### src/rtl/step_ctrl_pkg.sv
// Shared encodings for the step controller: FSM states, mode values and
// the burst length used when the requested length is zero.
package step_ctrl_pkg;

  localparam logic [2:0] ST_PAUSED = 3'd0;
  localparam logic [2:0] ST_STEP   = 3'd1;
  localparam logic [2:0] ST_BURST  = 3'd2;
  localparam logic [2:0] ST_RUN    = 3'd3;
  localparam logic [2:0] ST_HALTED = 3'd4;

  localparam logic [1:0] MODE_SINGLE = 2'd0;
  localparam logic [1:0] MODE_BURST  = 2'd1;
  localparam logic [1:0] MODE_RUN    = 2'd2;

  // A requested burst length of zero stands for the longest burst.
  localparam logic [4:0] BURST_ZERO_LEN = 5'd16;

  // Mode rotation SINGLE -> BURST -> RUN -> SINGLE; encoding 3 folds to SINGLE.
  function automatic logic [1:0] next_mode(input logic [1:0] cur);
    logic [1:0] nxt;
    case (cur)
      MODE_SINGLE: nxt = MODE_BURST;
      MODE_BURST:  nxt = MODE_RUN;
      MODE_RUN:    nxt = MODE_SINGLE;
      default:     nxt = MODE_SINGLE;
    endcase
    return nxt;
  endfunction

  // Number of enable cycles for a burst request of the given length.
  function automatic logic [4:0] burst_load(input logic [3:0] len);
    logic [4:0] cnt;
    if (len == 4'd0) begin
      cnt = BURST_ZERO_LEN;
    end else begin
      cnt = {1'b0, len};
    end
    return cnt;
  endfunction

endpackage

### src/rtl/step_ctrl.sv
// CPU single-step / burst / run controller. Turns debounced button pulses
// into a registered CPU clock-enable and counts the enabled cycles.
module step_ctrl
  import step_ctrl_pkg::*;
#(
  parameter int CNT_W = 16
) (
  input  logic             clk_in,
  input  logic             RST_in,
  input  logic             step_pulse_in,
  input  logic             mode_pulse_in,
  input  logic             halt_in,
  input  logic [3:0]       burst_len_in,
  output logic             cpu_en_out,
  output logic [1:0]       mode_out,
  output logic             busy_out,
  output logic [CNT_W-1:0] step_cnt_out
);

  logic [2:0]       state_r;
  logic [2:0]       state_nxt_s;
  logic [1:0]       mode_r;
  logic [1:0]       mode_nxt_s;
  logic [4:0]       burst_cnt_r;
  logic [4:0]       burst_nxt_s;
  logic             cpu_en_r;
  logic             cpu_en_nxt_s;
  logic             busy_r;
  logic [CNT_W-1:0] step_cnt_r;

  // Next-state, mode and burst-counter decode; halt wins over every other event.
  always_comb begin
    state_nxt_s = state_r;
    mode_nxt_s  = mode_r;
    burst_nxt_s = burst_cnt_r;
    case (state_r)
      ST_PAUSED: begin
        if (mode_pulse_in) begin
          // A coincident step pulse is deliberately dropped here.
          mode_nxt_s = next_mode(mode_r);
        end else if (step_pulse_in) begin
          case (mode_r)
            MODE_SINGLE: state_nxt_s = ST_STEP;
            MODE_BURST: begin
              state_nxt_s = ST_BURST;
              burst_nxt_s = burst_load(burst_len_in);
            end
            MODE_RUN:    state_nxt_s = ST_RUN;
            default:     state_nxt_s = ST_PAUSED;
          endcase
        end else begin
          state_nxt_s = ST_PAUSED;
        end
      end
      ST_STEP: begin
        if (halt_in) begin
          state_nxt_s = ST_HALTED;
        end else begin
          state_nxt_s = ST_PAUSED;
        end
      end
      ST_BURST: begin
        if (halt_in) begin
          state_nxt_s = ST_HALTED;
          burst_nxt_s = 5'd0;
        end else if (burst_cnt_r <= 5'd1) begin
          state_nxt_s = ST_PAUSED;
          burst_nxt_s = 5'd0;
        end else begin
          burst_nxt_s = burst_cnt_r - 5'd1;
        end
      end
      ST_RUN: begin
        if (halt_in) begin
          state_nxt_s = ST_HALTED;
        end else if (step_pulse_in) begin
          state_nxt_s = ST_PAUSED;
        end else begin
          state_nxt_s = ST_RUN;
        end
      end
      ST_HALTED: begin
        if (step_pulse_in && !halt_in) begin
          state_nxt_s = ST_PAUSED;
        end else begin
          state_nxt_s = ST_HALTED;
        end
      end
      default: begin
        state_nxt_s = ST_PAUSED;
        burst_nxt_s = 5'd0;
      end
    endcase
  end

  // The CPU runs in any cycle whose state is one of the executing states.
  always_comb begin
    if ((state_nxt_s == ST_STEP) || (state_nxt_s == ST_BURST) ||
        (state_nxt_s == ST_RUN)) begin
      cpu_en_nxt_s = 1'b1;
    end else begin
      cpu_en_nxt_s = 1'b0;
    end
  end

  // FSM, mode and registered status outputs.
  always_ff @(posedge clk_in or posedge RST_in) begin
    if (RST_in) begin
      state_r     <= ST_PAUSED;
      mode_r      <= MODE_SINGLE;
      burst_cnt_r <= 5'd0;
      cpu_en_r    <= 1'b0;
      busy_r      <= 1'b0;
    end else begin
      state_r     <= state_nxt_s;
      mode_r      <= mode_nxt_s;
      burst_cnt_r <= burst_nxt_s;
      cpu_en_r    <= cpu_en_nxt_s;
      busy_r      <= (state_nxt_s != ST_PAUSED);
    end
  end

  // Executed-step counter: one count per edge with the enable high, wrapping.
  always_ff @(posedge clk_in or posedge RST_in) begin
    if (RST_in) begin
      step_cnt_r <= '0;
    end else if (cpu_en_r) begin
      step_cnt_r <= step_cnt_r + CNT_W'(1);
    end else begin
      step_cnt_r <= step_cnt_r;
    end
  end

  assign cpu_en_out   = cpu_en_r;
  assign mode_out     = mode_r;
  assign busy_out     = busy_r;
  assign step_cnt_out = step_cnt_r;

endmodule

### config.mk
export PLATFORM = sky130hd
export DESIGN_NAME = step_ctrl
export DESIGN_NICKNAME = d
export VERILOG_FILES = /design/src/rtl/step_ctrl_pkg.sv /design/src/rtl/step_ctrl.sv
export SDC_FILE = /design/constraint.sdc
export NUM_CORES = 1
export LEC_CHECK = 0
export ABC_AREA = 0
export CORE_UTILIZATION = 35
export DETAILED_ROUTE_END_ITERATION = 16
export DONT_BUFFER_PORTS = 1
export SYNTH_ARGS = -nofsm -noshare
export SYNTH_HDL_FRONTEND = slang
export SYNTH_SLANG_ARGS = --single-unit
### constraint.sdc
create_clock -name clk_in -period 2.26 [get_ports clk_in]
set_clock_uncertainty 0.15 [all_clocks]
set_input_delay 0.226 -clock clk_in [delete_from_list [all_inputs] [get_ports clk_in]]
set_output_delay 0.226 -clock clk_in [all_outputs]
set_load 0.03 [all_outputs]
==> flow_metrics.env <==
export IMPL_grt_max_degree=17
export IMPL_synth_top_family_by_area="simple AND/OR/NAND/NOR gates"
export IMPL_grt_pass1_wl_mm=4.44
export IMPL_dr_wl_met2_mm=1.32
export IMPL_path_clk_slew_ns=0.09
export IMPL_cts_setup_buffers=0
export IMPL_yosysWarningCount=0
export IMPL_track_usage=0.139
export IMPL_insertion_delay_ns=0.27
export IMPL_syn_avg_cell_area_um2=10.9
export IMPL_timing_worst_setup_path_type="reg2reg"
export IMPL_ir_worst_vdd_v=0.000824
export IMPL_routed_wl_mm=2.65
export IMPL_holdCritStartpoint="halt_in"
export IMPL_initial_core_util=0.369
export IMPL_synth_async_reset_ratio=1.00
export IMPL_r2r_end="burst_cnt_r[2]"
export IMPL_grt_pass1_vias=969
export IMPL_core_area_mm2=0.00372
export IMPL_tritoncts="done"
export IMPL_min_to="state_r[0]"
export IMPL_synth_adder_area_share=0.0639
export IMPL_period_needed_ns=2.06
export IMPL_p_clk_frac=0.219
export IMPL_setup_viol=0
export IMPL_wl_met3_um=185
export IMPL_cp_end_kind="register"
export IMPL_io_buffers=0
export IMPL_p_int_mw=1.10
export IMPL_swShare=0.379
export IMPL_rows=22
export IMPL_die_area_mm2=0.00417
export IMPL_synth_ff_type="dfrtp_1"
export IMPL_cts_buffers=3
export IMPL_grt_overflow=0
export IMPL_antenna_found_initial=0
export IMPL_seq_power_share=0.477
export IMPL_gp_congestion=0.803
export IMPL_powerDensity_mw_per_mm2=1120
export IMPL_htree_levels=1
export IMPL_max_slew_margin=0.575
export IMPL_power_switching_mw=0.674
export IMPL_fmax_mhz=485
export IMPL_die_height_um=64.6
export IMPL_num_antenna_cells=0
export IMPL_r2r_start="mode_out[0]"
export IMPL_syn2layout_area_growth_pct=15.9
export IMPL_synth_area_mm2=0.00137
export IMPL_firstDrtPassIters=4
export IMPL_status="completed"
export IMPL_place_hpwl_mm=1.96
export IMPL_cp_start_kind="register"
export IMPL_drive_gt1_frac=0.101
export IMPL_synth_xor_area_share=0.0958
export IMPL_cts_num_sinks=28
export IMPL_rsz0062_at_grt="false"
export IMPL_viasPerCell=5.25
export IMPL_crit_arrival_ns=2.12
export IMPL_slew_violations=0
export IMPL_maxUsedRoutingLayer="met4"
export IMPL_final_util=0.428
export IMPL_tns_ns=0
export IMPL_combPwrFrac=0.304
export IMPL_drt_antenna_violating_nets=0
export IMPL_cts_root_buf="clkbuf_8"
export IMPL_synth_simple_area_share=0.208
export IMPL_ys_seq_elements=28
export IMPL_required_ns=2.32
export IMPL_fill_cells=373
export IMPL_tightest_slew_ns=0.633
export IMPL_holdCritPathClass="in2reg"
export IMPL_clockBufferDepth=2
export IMPL_wl_per_cell_um=14.2
export IMPL_io_pins=29
export IMPL_critPathMaxFanout=5
export IMPL_yosysSeqAreaShare=0.511
export IMPL_syn_num_nets=142
export IMPL_num_nets_final=156
export IMPL_die_width_um=64.6
export IMPL_synth_distinct_cells=31
export IMPL_synth_edff_count=0
export IMPL_timing_final_hold_violations=0
export IMPL_synth_compound_area_share=0.0776
export IMPL_maxCapViolCount=0
export IMPL_drt_iter0_drc=66
export IMPL_vias=982
export IMPL_rr_worst_depth=6
export IMPL_period_share=0.913
export IMPL_syn_instance_count=126
export IMPL_drt_met1_wl_mm=1.13
export IMPL_drc=0
export IMPL_hold_depth=2
export IMPL_synth_area_mux_share=0.0246
export IMPL_rrSetupSlack_ns=0.20
export IMPL_cellLeakagePower_nw=0.746
## repair_timing
| item | CTS | global route |
|---|---|---|
| hold endpoints to repair | 18 | 0 |
| hold buffers | 6 | 0 |
| gates resized for setup | 0 | 0 |
## Yosys cell counts, drive strengths merged, types with 2 or more instances
cell type | number | area share
o21ai | 7 | 0.026
a22oi | 4 | 0.022
nand3 | 7 | 0.026
nand2 | 13 | 0.036
nor3 | 2 | 0.0073
nand2b | 2 | 0.0091
or4b | 2 | 0.017
dfrtp | 28 | 0.51
mux2 | 3 | 0.025
and4 | 2 | 0.013
xnor2 | 12 | 0.077
inv | 6 | 0.016
ha | 7 | 0.064
and3 | 5 | 0.023
nand4 | 2 | 0.0091
xor2 | 3 | 0.019
nor2 | 5 | 0.014
a21oi | 2 | 0.0073
nand3b | 2 | 0.011
nor4 | 2 | 0.0091
## cell type report
cell class / instances / area (um^2) / area share
clock buffer: 3 / 41.3 / 0.0260
clock inverter: 1 / 30.0 / 0.0189
inverter: 6 / 22.5 / 0.0142
multi-input combinational: 91 / 644 / 0.406
sequential: 28 / 701 / 0.441
tap: 48 / 60.1 / 0.0378
timing repair buffer: 10 / 90.1 / 0.0567
## critical path, stage by stage, from the launching register on
cell      delay (ns)
dfrtp_1         0.39
buf_4           0.18
ha_1            0.23
and4bb_2        0.23
o31ai_1         0.53
a22oi_1         0.16
nand3_1         0.13
## logic make-up (layout without fill, tap and decap cells)
| kind of cell | after synthesis | after routing |
|---|---|---|
| flip-flops | 28 | 28 |
| AND/OR/NAND/NOR | 49 | 49 |
| buffers and inverters | 7 | 20 |
| multiplexers | 3 | 3 |
| AO/OA/AOI/OAI | 17 | 17 |
| adder cells (fa/ha/maj) | 7 | 7 |
| XOR/XNOR | 15 | 15 |
## registers in the layout, indices dropped and copies added (netlist names)
signal        cells
burst_cnt_r       5
mode_out          2
busy_out          1
state_r           3
cpu_en_out        1
step_cnt_out     16
## through the flow
stage / hold slack (ns) / cell area (um^2) / power (mW) / cells / worst slack, ns
final: 0.0339 / 1590 / 1.78 / 187 / 0.197
after global routing: 0.0232 / 1590 / 1.90 / 187 / 0.103
after CTS: 0.0218 / 1590 / 1.79 / 187 / 0.239
after detailed placement: 0.0185 / 1460 / 1.39 / 177 / 0.261
after global placement: 0.0105 / 1460 / 1.36 / 177 / 0.331
after floorplan: 0.141 / 1370 / 1.23 / 126 / 0.245
## layer usage
layer | up-vias | global-route usage
met5 | - | 0
met4 | 0 | 0.0250
met3 | 2 | 0.0581
met2 | 31 | 0.246
met1 | 475 | 0.157
li1 | 474 | -
## worst max path at each step
| stage | start | cells after the start | end |
|---|---|---|---|
| floorplan | mode_out[0] | 6 | busy_out |
| global placement | mode_out[0] | 6 | burst_cnt_r[4] |
| detailed placement | mode_out[0] | 6 | burst_cnt_r[4] |
| CTS | mode_out[0] | 6 | burst_cnt_r[4] |
| global route | mode_out[0] | 6 | burst_cnt_r[1] |
| finish | mode_out[0] | 6 | burst_cnt_r[2] |
## placed cells by master (no fill, tap or decap), types with 4 or more instances in the layout
cell,n
inv_1,6
ha_1,7
nand3_1,7
o21ai_0,7
dfrtp_1,28
dlygate4sd3_1,6
nand2_1,13
nor2_1,5
buf_4,4
a22oi_1,4
xnor2_1,12
and3_1,5
## power groups by stage
stage	Clock, mW	Sequential (mW)	Combinational (mW)
2_1_floorplan	0	0.887	0.341
3_3_place_gp	0	0.850	0.509
3_5_place_dp	0	0.857	0.531
4_1_cts	0.403	0.848	0.543
5_1_grt	0.419	0.868	0.617
6_report	0.389	0.848	0.540
Power figures use the tool's default switching activity.
